--- config.mk ---
export PLATFORM = sky130hd
export DESIGN_NAME = sev_scan
export DESIGN_NICKNAME = d
export VERILOG_FILES = /design/src/rtl/sev_pkg.sv /design/src/rtl/sev_slot_timer.sv /design/src/rtl/sev_scan.sv
export SDC_FILE = /design/constraint.sdc
export NUM_CORES = 1
export LEC_CHECK = 0
export CORE_MARGIN = 2
export CORE_UTILIZATION = 45
export CTS_BUF_LIST = sky130_fd_sc_hd__clkbuf_8 sky130_fd_sc_hd__clkbuf_16
export DETAILED_ROUTE_END_ITERATION = 16
export PLACE_DENSITY = 0.74
export RECOVER_POWER = 50
export SLEW_MARGIN = 0
export SYNTH_ARGS = -nofsm -noshare
export SYNTH_HDL_FRONTEND = slang
export SYNTH_HIERARCHICAL = 1
export SYNTH_SLANG_ARGS = --single-unit
--- constraint.sdc ---
create_clock -name clk -period 5.3 [get_ports clk]
set_input_delay 0.795 -clock clk [delete_from_list [all_inputs] [get_ports clk]]
set_output_delay 0.795 -clock clk [all_outputs]
set_load 0.005 [all_outputs]
--- src/rtl/sev_pkg.sv ---
// Shared codes and types for the seven-segment scan driver.
// Codes are the decoder's input alphabet.
package sev_pkg;

    localparam logic [7:0] CODE_DASH  = 8'h0A;
    localparam logic [7:0] CODE_BLANK = 8'h0B;
    localparam logic [7:0] CODE_UNDER = 8'h0C;

    typedef logic [3:0] digit_code_t;
    typedef digit_code_t [3:0] disp_word_t;

    function automatic logic [3:0] an_sel_n(input logic [1:0] idx);
        return ~(4'b0001 << idx);
    endfunction

endpackage

--- src/rtl/sev_slot_timer.sv ---
// Per-digit slot counter and digit index for the scan driver.
// Emits the frame-boundary and blanking strobes from current count state.
module sev_slot_timer #(
    parameter int SLOT      = 16,
    parameter int BLANK_CYC = 2
) (
    input  logic       clk,
    input  logic       rst_n,
    output logic [1:0] digit_idx,
    output logic       frame_boundary,
    output logic       in_blank
);

    localparam int CW = (SLOT > 2) ? $clog2(SLOT) : 1;
    localparam logic [CW-1:0] LAST = CW'(SLOT - 1);
    localparam logic [CW-1:0] BLK  = CW'(BLANK_CYC);

    logic [CW-1:0] cnt;
    logic          wrap;

    assign wrap           = (cnt == LAST);
    assign frame_boundary = wrap && (digit_idx == 2'd3);
    assign in_blank       = (cnt < BLK);

    always_ff @(posedge clk or negedge rst_n) begin
        if (!rst_n) begin
            cnt       <= '0;
            digit_idx <= 2'd0;
        end else if (wrap) begin
            cnt       <= '0;
            digit_idx <= digit_idx + 2'd1;
        end else begin
            cnt <= cnt + 1'b1;
        end
    end

endmodule

--- src/rtl/sev_scan.sv ---
// Time-multiplexed scan driver for a 4-digit common-anode display.
// New values are buffered and applied only at frame boundaries.
module sev_scan
    import sev_pkg::*;
#(
    parameter int CLK_HZ     = 100_000_000,
    parameter int REFRESH_HZ = 1000,
    parameter int BLANK_CYC  = 16
) (
    input  logic        clk,
    input  logic        rst_n,
    input  logic        in_valid,
    output logic        in_ready,
    input  logic [15:0] in_digits,
    input  logic [3:0]  in_dp_mask,
    output logic [7:0]  code,
    output logic [3:0]  an,
    output logic        dp,
    output logic [1:0]  digit_idx
);

    localparam int SLOT = CLK_HZ / REFRESH_HZ;
    localparam digit_code_t DASH = CODE_DASH[3:0];

    if (SLOT < 2 * BLANK_CYC) begin : g_bad_slot
        $error("sev_scan: SLOT must be at least 2*BLANK_CYC");
    end

    logic [1:0] idx;
    logic       boundary;
    logic       blank;
    logic       take;

    disp_word_t disp;
    disp_word_t pbuf;
    logic [3:0] dpm;
    logic [3:0] pdpm;
    logic       pending;

    sev_slot_timer #(
        .SLOT      (SLOT),
        .BLANK_CYC (BLANK_CYC)
    ) u_timer (
        .clk            (clk),
        .rst_n          (rst_n),
        .digit_idx      (idx),
        .frame_boundary (boundary),
        .in_blank       (blank)
    );

    assign take = in_valid && in_ready;

    // Transfer and apply are exclusive: a transfer needs pending=0.
    always_ff @(posedge clk or negedge rst_n) begin
        if (!rst_n) begin
            pending  <= 1'b0;
            in_ready <= 1'b1;
            pbuf     <= '0;
            pdpm     <= 4'h0;
            disp     <= {4{DASH}};
            dpm      <= 4'h0;
        end else if (take) begin
            pbuf     <= in_digits;
            pdpm     <= in_dp_mask;
            pending  <= 1'b1;
            in_ready <= 1'b0;
        end else if (pending && boundary) begin
            disp     <= pbuf;
            dpm      <= pdpm;
            pending  <= 1'b0;
            in_ready <= 1'b1;
        end
    end

    always_ff @(posedge clk or negedge rst_n) begin
        if (!rst_n) begin
            an        <= 4'hF;
            code      <= CODE_BLANK;
            dp        <= 1'b1;
            digit_idx <= 2'd0;
        end else begin
            digit_idx <= idx;
            if (blank) begin
                an   <= 4'hF;
                code <= CODE_BLANK;
                dp   <= 1'b1;
            end else begin
                an   <= an_sel_n(idx);
                code <= {4'h0, disp[idx]};
                dp   <= ~dpm[idx];
            end
        end
    end

endmodule

==> results.sh, run 1 <==
export IMPL_status="finished, final reports clean"
export IMPL_grt_pass1_wl_um=8310
export IMPL_finalCritPeriodShare_pct=57.7
export IMPL_power_density_nw_per_um2=312
export IMPL_cts_max_level=3
export IMPL_grt_ovfl_total=0
export IMPL_syn2layout_area_growth_pct=20.2
export IMPL_ys_flop_type="dfrtp_1"
export IMPL_synth_seq_area_share_pct=59.9
export IMPL_setup_slack_ps=2240
export IMPL_viasPerCell=5.28
export IMPL_clockRootBuffer="clkbuf_8"
export IMPL_grt_max_degree=73
export IMPL_path_max_fanout=20
export IMPL_drive_gt1_share_pct=33.2
export IMPL_leakage_nw=1.60
export IMPL_mostFrequentLayoutCell="dfrtp_1"
export IMPL_rsz0062_at_grt="no"
export IMPL_cts_sinks=72
export IMPL_clk_pin_slew_worst_paths_ps=70
export IMPL_synth_xor_area_share_pct=4.32
export IMPL_finalHoldViolations=0
export IMPL_fin_worst_skew_ps=9.98
export IMPL_final_util_pct=56.6
export IMPL_worst_ep_arrival_time_ps=3280
export IMPL_clk_latency_ps=350
export IMPL_max_freq_ghz=0.327
export IMPL_coreArea_um2=6460
export IMPL_numCtsBuffers=9
export IMPL_grt_usage_pct=14.8
export IMPL_initial_core_util_pct=47.1
export IMPL_critPathCaptureType="register"
export IMPL_max_clock_path_buffers=2
export IMPL_cts_tree="yes"
export IMPL_place_congestion=0.850
export IMPL_fin_tns_setup_ps=0
export IMPL_dieArea_um2=7440
export IMPL_wl_met1_um=2240
export IMPL_met2_length_um=2390
export IMPL_slew_violations=0
export IMPL_wl_per_cell_um=14.7
export IMPL_ir_drop_uv=201
export IMPL_ant_nets=0
export IMPL_place_inst=317
export IMPL_postCtsResizedCells=0
export IMPL_dpl_hpwl_um=3310
export IMPL_instances_no_fill=333
export IMPL_wirelength_um=4900
export IMPL_die_h_um=86.2
export IMPL_syn_inst=211
export IMPL_dieWidth_um=86.2
export IMPL_synth_async_sr_flop_share_pct=100
export IMPL_syn_area_um2=3040
export IMPL_hold_path_class="register to register"
export IMPL_critPathKind="register to register"
export IMPL_vias=1757
export IMPL_slew_headroom_pct=24.0
export IMPL_numPortBuffers=34
export IMPL_place_worst_setup_slack_ps=2210
export IMPL_ctsHoldBuffers=0
export IMPL_timing_final_crit_period_ps=3060
export IMPL_grt_antenna_before_repair=0
export IMPL_tightest_slew_ps=1140
export IMPL_synth_edf_count=0
export IMPL_firstDrtPassIters=4
export IMPL_yosys_area_share_simple_pct=10.9
export IMPL_power_total_mw=1.14
export IMPL_cp_required_ps=5520
export IMPL_layout_common_cells="dfrtp_1 (55), mux2_2 (37), clkdlybuf4s50_1 (33)"
export IMPL_synth_top_family_by_area="multiplexers"
export IMPL_ys_ff_latch=72
export IMPL_yosys_warnings=6
export IMPL_antenna_cells=0
export IMPL_postCtsSetupBuffers=0
export IMPL_grt_pass1_vias=1768
export IMPL_ys_types=38
export IMPL_synth_compound_area_share_pct=1.52
export IMPL_nets=276
export IMPL_fp_row_count=29
export IMPL_synthMuxAreaShare_pct=19.3
export IMPL_io_pin_count=39
export IMPL_wl_met3_um=184
export IMPL_start_kind="register"
export IMPL_highest_layer="met4"
export IMPL_syn_area_per_cell_um2=14.4
export IMPL_drt_iter0_markers=63
export IMPL_cap_violations=0
export IMPL_r2r_slack_ps=2240
export IMPL_setup_viol=0
export IMPL_synthAdderAreaFrac_pct=0.822
export IMPL_drc=0
Yosys cell counts, types with 2 or more instances:
master	instances	area (um2)
dfrtp_1	55	1380
or3_1	2	12.5
ha_1	2	25.0
a22oi_1	3	22.5
mux2_4	3	45.0
nor2_1	9	33.8
nor2b_1	2	12.5
xnor2_1	8	70.1
nand2b_1	2	12.5
buf_6	4	45.0
inv_1	3	11.3
buf_4	5	37.5
nand4_1	5	31.3
or4_4	2	22.5
nor3_1	4	20.0
mux4_2	2	45.0
nor4_1	4	25.0
mux2i_1	7	70.1
dfstp_2	17	447
o21ai_0	2	10.0
nand3_1	5	25.0
xor2_1	7	61.3
nand2_1	7	26.3
mux2_2	37	417
layout make-up:
| class | instances | area, um2 |
|---|---|---|
| tap | 77 | 96.3 |
| inverter | 3 | 11.3 |
| timing repair buffer | 35 | 343 |
| clock buffer | 10 | 138 |
| sequential | 72 | 1820 |
| fill | 525 | 2800 |
| multi-input combinational | 130 | 1140 |
| clock inverter | 6 | 109 |
worst max-delay path, cell delays in order, from the launching register on:
cell and delay (ps):
dfrtp_1 420, or4_4 580, nor4_4 410, and2_1 210, nand2_1 70, a21oi_2 820, mux2_2 420
cells by family after synthesis:
| group | count (synthesis) |
|---|---|
| DFF | 72 |
| muxes | 50 |
| buffers and inverters | 12 |
| AOI/OAI and AO/OA | 7 |
| other | 1 |
| adders and majority gates | 2 |
| and+or+nand+nor | 52 |
| xor gates and xnor gates | 15 |
worst paths after layout:
check,depth (start not counted),end,from
max in group asynchronous,2,pdpm[0],rst_n
worst max-delay path,6,dpm[0],u_timer/cnt[11]
worst max register to register,6,dpm[0],u_timer/cnt[11]
worst min register to register,1,u_timer/cnt[12],u_timer/cnt[12]
min in group asynchronous,2,pbuf[5],rst_n
worst min-delay path,1,u_timer/cnt[12],u_timer/cnt[12]
through the flow:
step                      hold WS [ps]  cell area [um2]
final                              498             3660
after global routing               515             3660
after CTS                          501             3660
after detailed placement           488             3410
after global placement             484             3410
after floorplan                    443             3050
state kept, by name, indices dropped and copies added (netlist names):
name               flops
an                     4
digit_idx              2
pbuf                  16
code                   4
u_timer/digit_idx      2
pending                1
pdpm                   4
u_timer/cnt           17
dpm                    4
disp                  16
in_ready               1
dp                     1
report_power, final:
group / internal [mW] / switching (mW) / total (mW)
combinational: 0.0277 / 0.0168 / 0.0445
sequential: 0.568 / 0.00894 / 0.577
clock: 0.324 / 0.197 / 0.521
metal layers:
metal / global-route usage (%) / vias to the layer above
met1: 19.0 / 893
met3: 6.57 / 7
met2: 22.5 / 33
li1: - / 824
met5: 0 / -
met4: 5.54 / 0
Note: power is estimated with default switching activity, not from simulation.
==> run 2: changes to the inputs <==
--- a/config.mk
+++ b/config.mk
@@ -9,7 +9,7 @@
 export CORE_UTILIZATION = 45
 export CTS_BUF_LIST = sky130_fd_sc_hd__clkbuf_8 sky130_fd_sc_hd__clkbuf_16
 export DETAILED_ROUTE_END_ITERATION = 16
-export PLACE_DENSITY = 0.74
+export PLACE_DENSITY = 0.77
 export RECOVER_POWER = 50
 export SLEW_MARGIN = 0
 export SYNTH_ARGS = -nofsm -noshare
==> constraint.sdc (replaced) <==
create_clock -name clk -period 2.6 [get_ports clk]
set_input_delay 0.39 -clock clk [delete_from_list [all_inputs] [get_ports clk]]
set_output_delay 0.39 -clock clk [all_outputs]
set_load 0.005 [all_outputs]
==> run 2 against run 1 <==
  * The flow now finishes with violations (capacitance limit, slew limit)
  * Worst hold slack better by 3.4 ps
  * Cell count up 1.2%
  * Utilization down 0.35 points
  * Setup slack worse by 2000 ps
  * Clock skew up 1.4 ps
  * Critical endpoint unchanged
  * Highest routed layer unchanged
  * Routed wire length up 3.1%
  * Clock power up 60%
  * Cell area down 0.62%
  * Critical path type unchanged
  * Sequential share of layout area up 0.31 points
==> results.sh, run 2 (synthesis results as in run 1) <==
export IMPL_status="finished, violations left"
export IMPL_violations="capacitance limit, slew limit"
export IMPL_grt_ovfl_total=0
export IMPL_finalCritPeriodShare_pct=89.6
export IMPL_critPathSlowestCell="or4_4"
export IMPL_cap_violations=1
export IMPL_wl_per_cell_um=15.0
export IMPL_io_pin_count=39
export IMPL_wirelength_um=5050
export IMPL_setup_viol=0
export IMPL_place_congestion=0.880
export IMPL_use_met3_pct=4.76
export IMPL_timing_final_crit_period_ps=2330
export IMPL_postCtsSetupBuffers=0
export IMPL_rsz0062_at_grt="no"
export IMPL_fillers=552
export IMPL_grtUsageMet2_pct=22.6
export IMPL_layout_common_cells="dfrtp_1 (55), mux2_2 (37), clkdlybuf4s50_1 (33)"
export IMPL_path_max_fanout=20
export IMPL_syn2layout_area_growth_pct=19.4
export IMPL_numCtsBuffers=9
export IMPL_drt_iter0_markers=84
export IMPL_drive_gt1_share_pct=33.8
export IMPL_cts_sinks=72
export IMPL_largest_register="u_timer/cnt"
export IMPL_slew_violations=73
export IMPL_die_h_um=86.2
export IMPL_top_regs="u_timer/cnt (17), disp (16), pbuf (16)"
export IMPL_slew_headroom_pct=-11.6
export IMPL_clk_pin_slew_worst_paths_ps=70
export IMPL_ctsHoldBuffers=0
export IMPL_cp_required_ps=2830
export IMPL_slowest_delay_ps=580
export IMPL_met1_usage_pct=20.7
export IMPL_clockRootBuffer="clkbuf_8"
export IMPL_crit_chain="or4_4 > nor4_4 > and2_1 > nand2_1 > a21oi_2 > buf_12 > mux2_2"
export IMPL_initial_core_util_pct=47.1
export IMPL_nets=280
export IMPL_largest_reg_flops=17
export IMPL_antenna_cells=0
export IMPL_critPathTopFamily="simple AND/OR/NAND/NOR gates"
export IMPL_max_clock_path_buffers=2
export IMPL_postPlaceCellArea_um2=3470
export IMPL_critPathCaptureType="register"
export IMPL_coreArea_um2=6460
export IMPL_worst_ep_arrival_time_ps=2560
export IMPL_dieWidth_um=86.2
export IMPL_postCtsResizedCells=0
export IMPL_fin_worst_skew_ps=11.4
export IMPL_cp_buffers_inverters=1
export IMPL_drc=0
export IMPL_viasPerCell=5.27
export IMPL_critPathKind="register to register"
export IMPL_tightest_slew_ps=1670
export IMPL_grt_usage_pct=15.3
export IMPL_fin_tns_setup_ps=0
export IMPL_grt_pass1_vias=1813
export IMPL_fp_row_count=29
export IMPL_mostFrequentLayoutCell="dfrtp_1"
export IMPL_leakage_nw=1.60
export IMPL_max_freq_ghz=0.429
export IMPL_firstDrtPassIters=4
export IMPL_cts_tree="yes"
export IMPL_ir_drop_uv=421
export IMPL_ant_nets=0
export IMPL_clk_latency_ps=340
export IMPL_power_density_nw_per_um2=577
export IMPL_hold_path_class="register to register"
export IMPL_finalHoldViolations=0
export IMPL_grt_pass1_wl_um=8660
export IMPL_vias=1777
export IMPL_start_kind="register"
export IMPL_numPortBuffers=34
export IMPL_grt_antenna_before_repair=0
export IMPL_power_total_mw=2.10
export IMPL_busiest_layer="met2"
export IMPL_stdcell_area_um2=3630
export IMPL_final_util_pct=56.3
export IMPL_dieArea_um2=7440
export IMPL_cts_max_level=3
export IMPL_dpl_hpwl_um=3450
export IMPL_grt_max_degree=73
-- run 2: final timing paths --
| path | end | start | depth (start not counted) | slack [ps] |
|---|---|---|---|---|
| worst max-delay path | dpm[0] | u_timer/cnt[11] | 7 | 270 |
| worst min-delay path | dpm[2] | pdpm[2] | 1 | 500 |
| worst max register to register | dpm[0] | u_timer/cnt[11] | 7 | 270 |
| worst min register to register | dpm[2] | pdpm[2] | 1 | 500 |
| max in group asynchronous | u_timer/cnt[8] | rst_n | 2 | 1040 |
| min in group asynchronous | pbuf[7] | rst_n | 2 | 550 |
-- run 2: per-layer routing --
metal	up-vias	wire length, um
met5	-	0
met3	8	245
met1	886	2310
met2	54	2410
met4	0	74
li1	829	-
-- run 2: area by class of cell --
cell class	instances	area, um2	share of cell area, %
Clock inverter	7	63.8	1.76
Sequential cell	72	1820	50.2
Inverter	3	11.3	0.310
Timing Repair Buffer	39	379	10.4
Multi-Input combinational cell	130	1140	31.3
Clock buffer	9	124	3.41
Tap cell	77	96.3	2.65
-- run 2: worst register-to-register path, stage by stage (launching register included) --
cell     delay [ps]
dfrtp_1         430
or4_4           580
nor4_4          240
and2_1          170
nand2_1          80
a21oi_2         170
buf_12          200
mux2_2          350
-- run 2: stage by stage --
stage	worst slack [ps]	cells	hold WS, ps
floorplan	288	214	94.4
global placement	332	321	440
detailed placement	287	321	446
CTS	272	337	64.3
global route	110	337	516
finish	270	337	502
-- run 2: where the power goes --
part	internal, mW	switching, mW	leakage, nW	total, mW
sequential	1.16	0.0177	0.893	1.17
combinational	0.0560	0.0342	0.611	0.0901
clock	0.434	0.399	0.0962	0.833
total	1.65	0.451	1.60	2.10
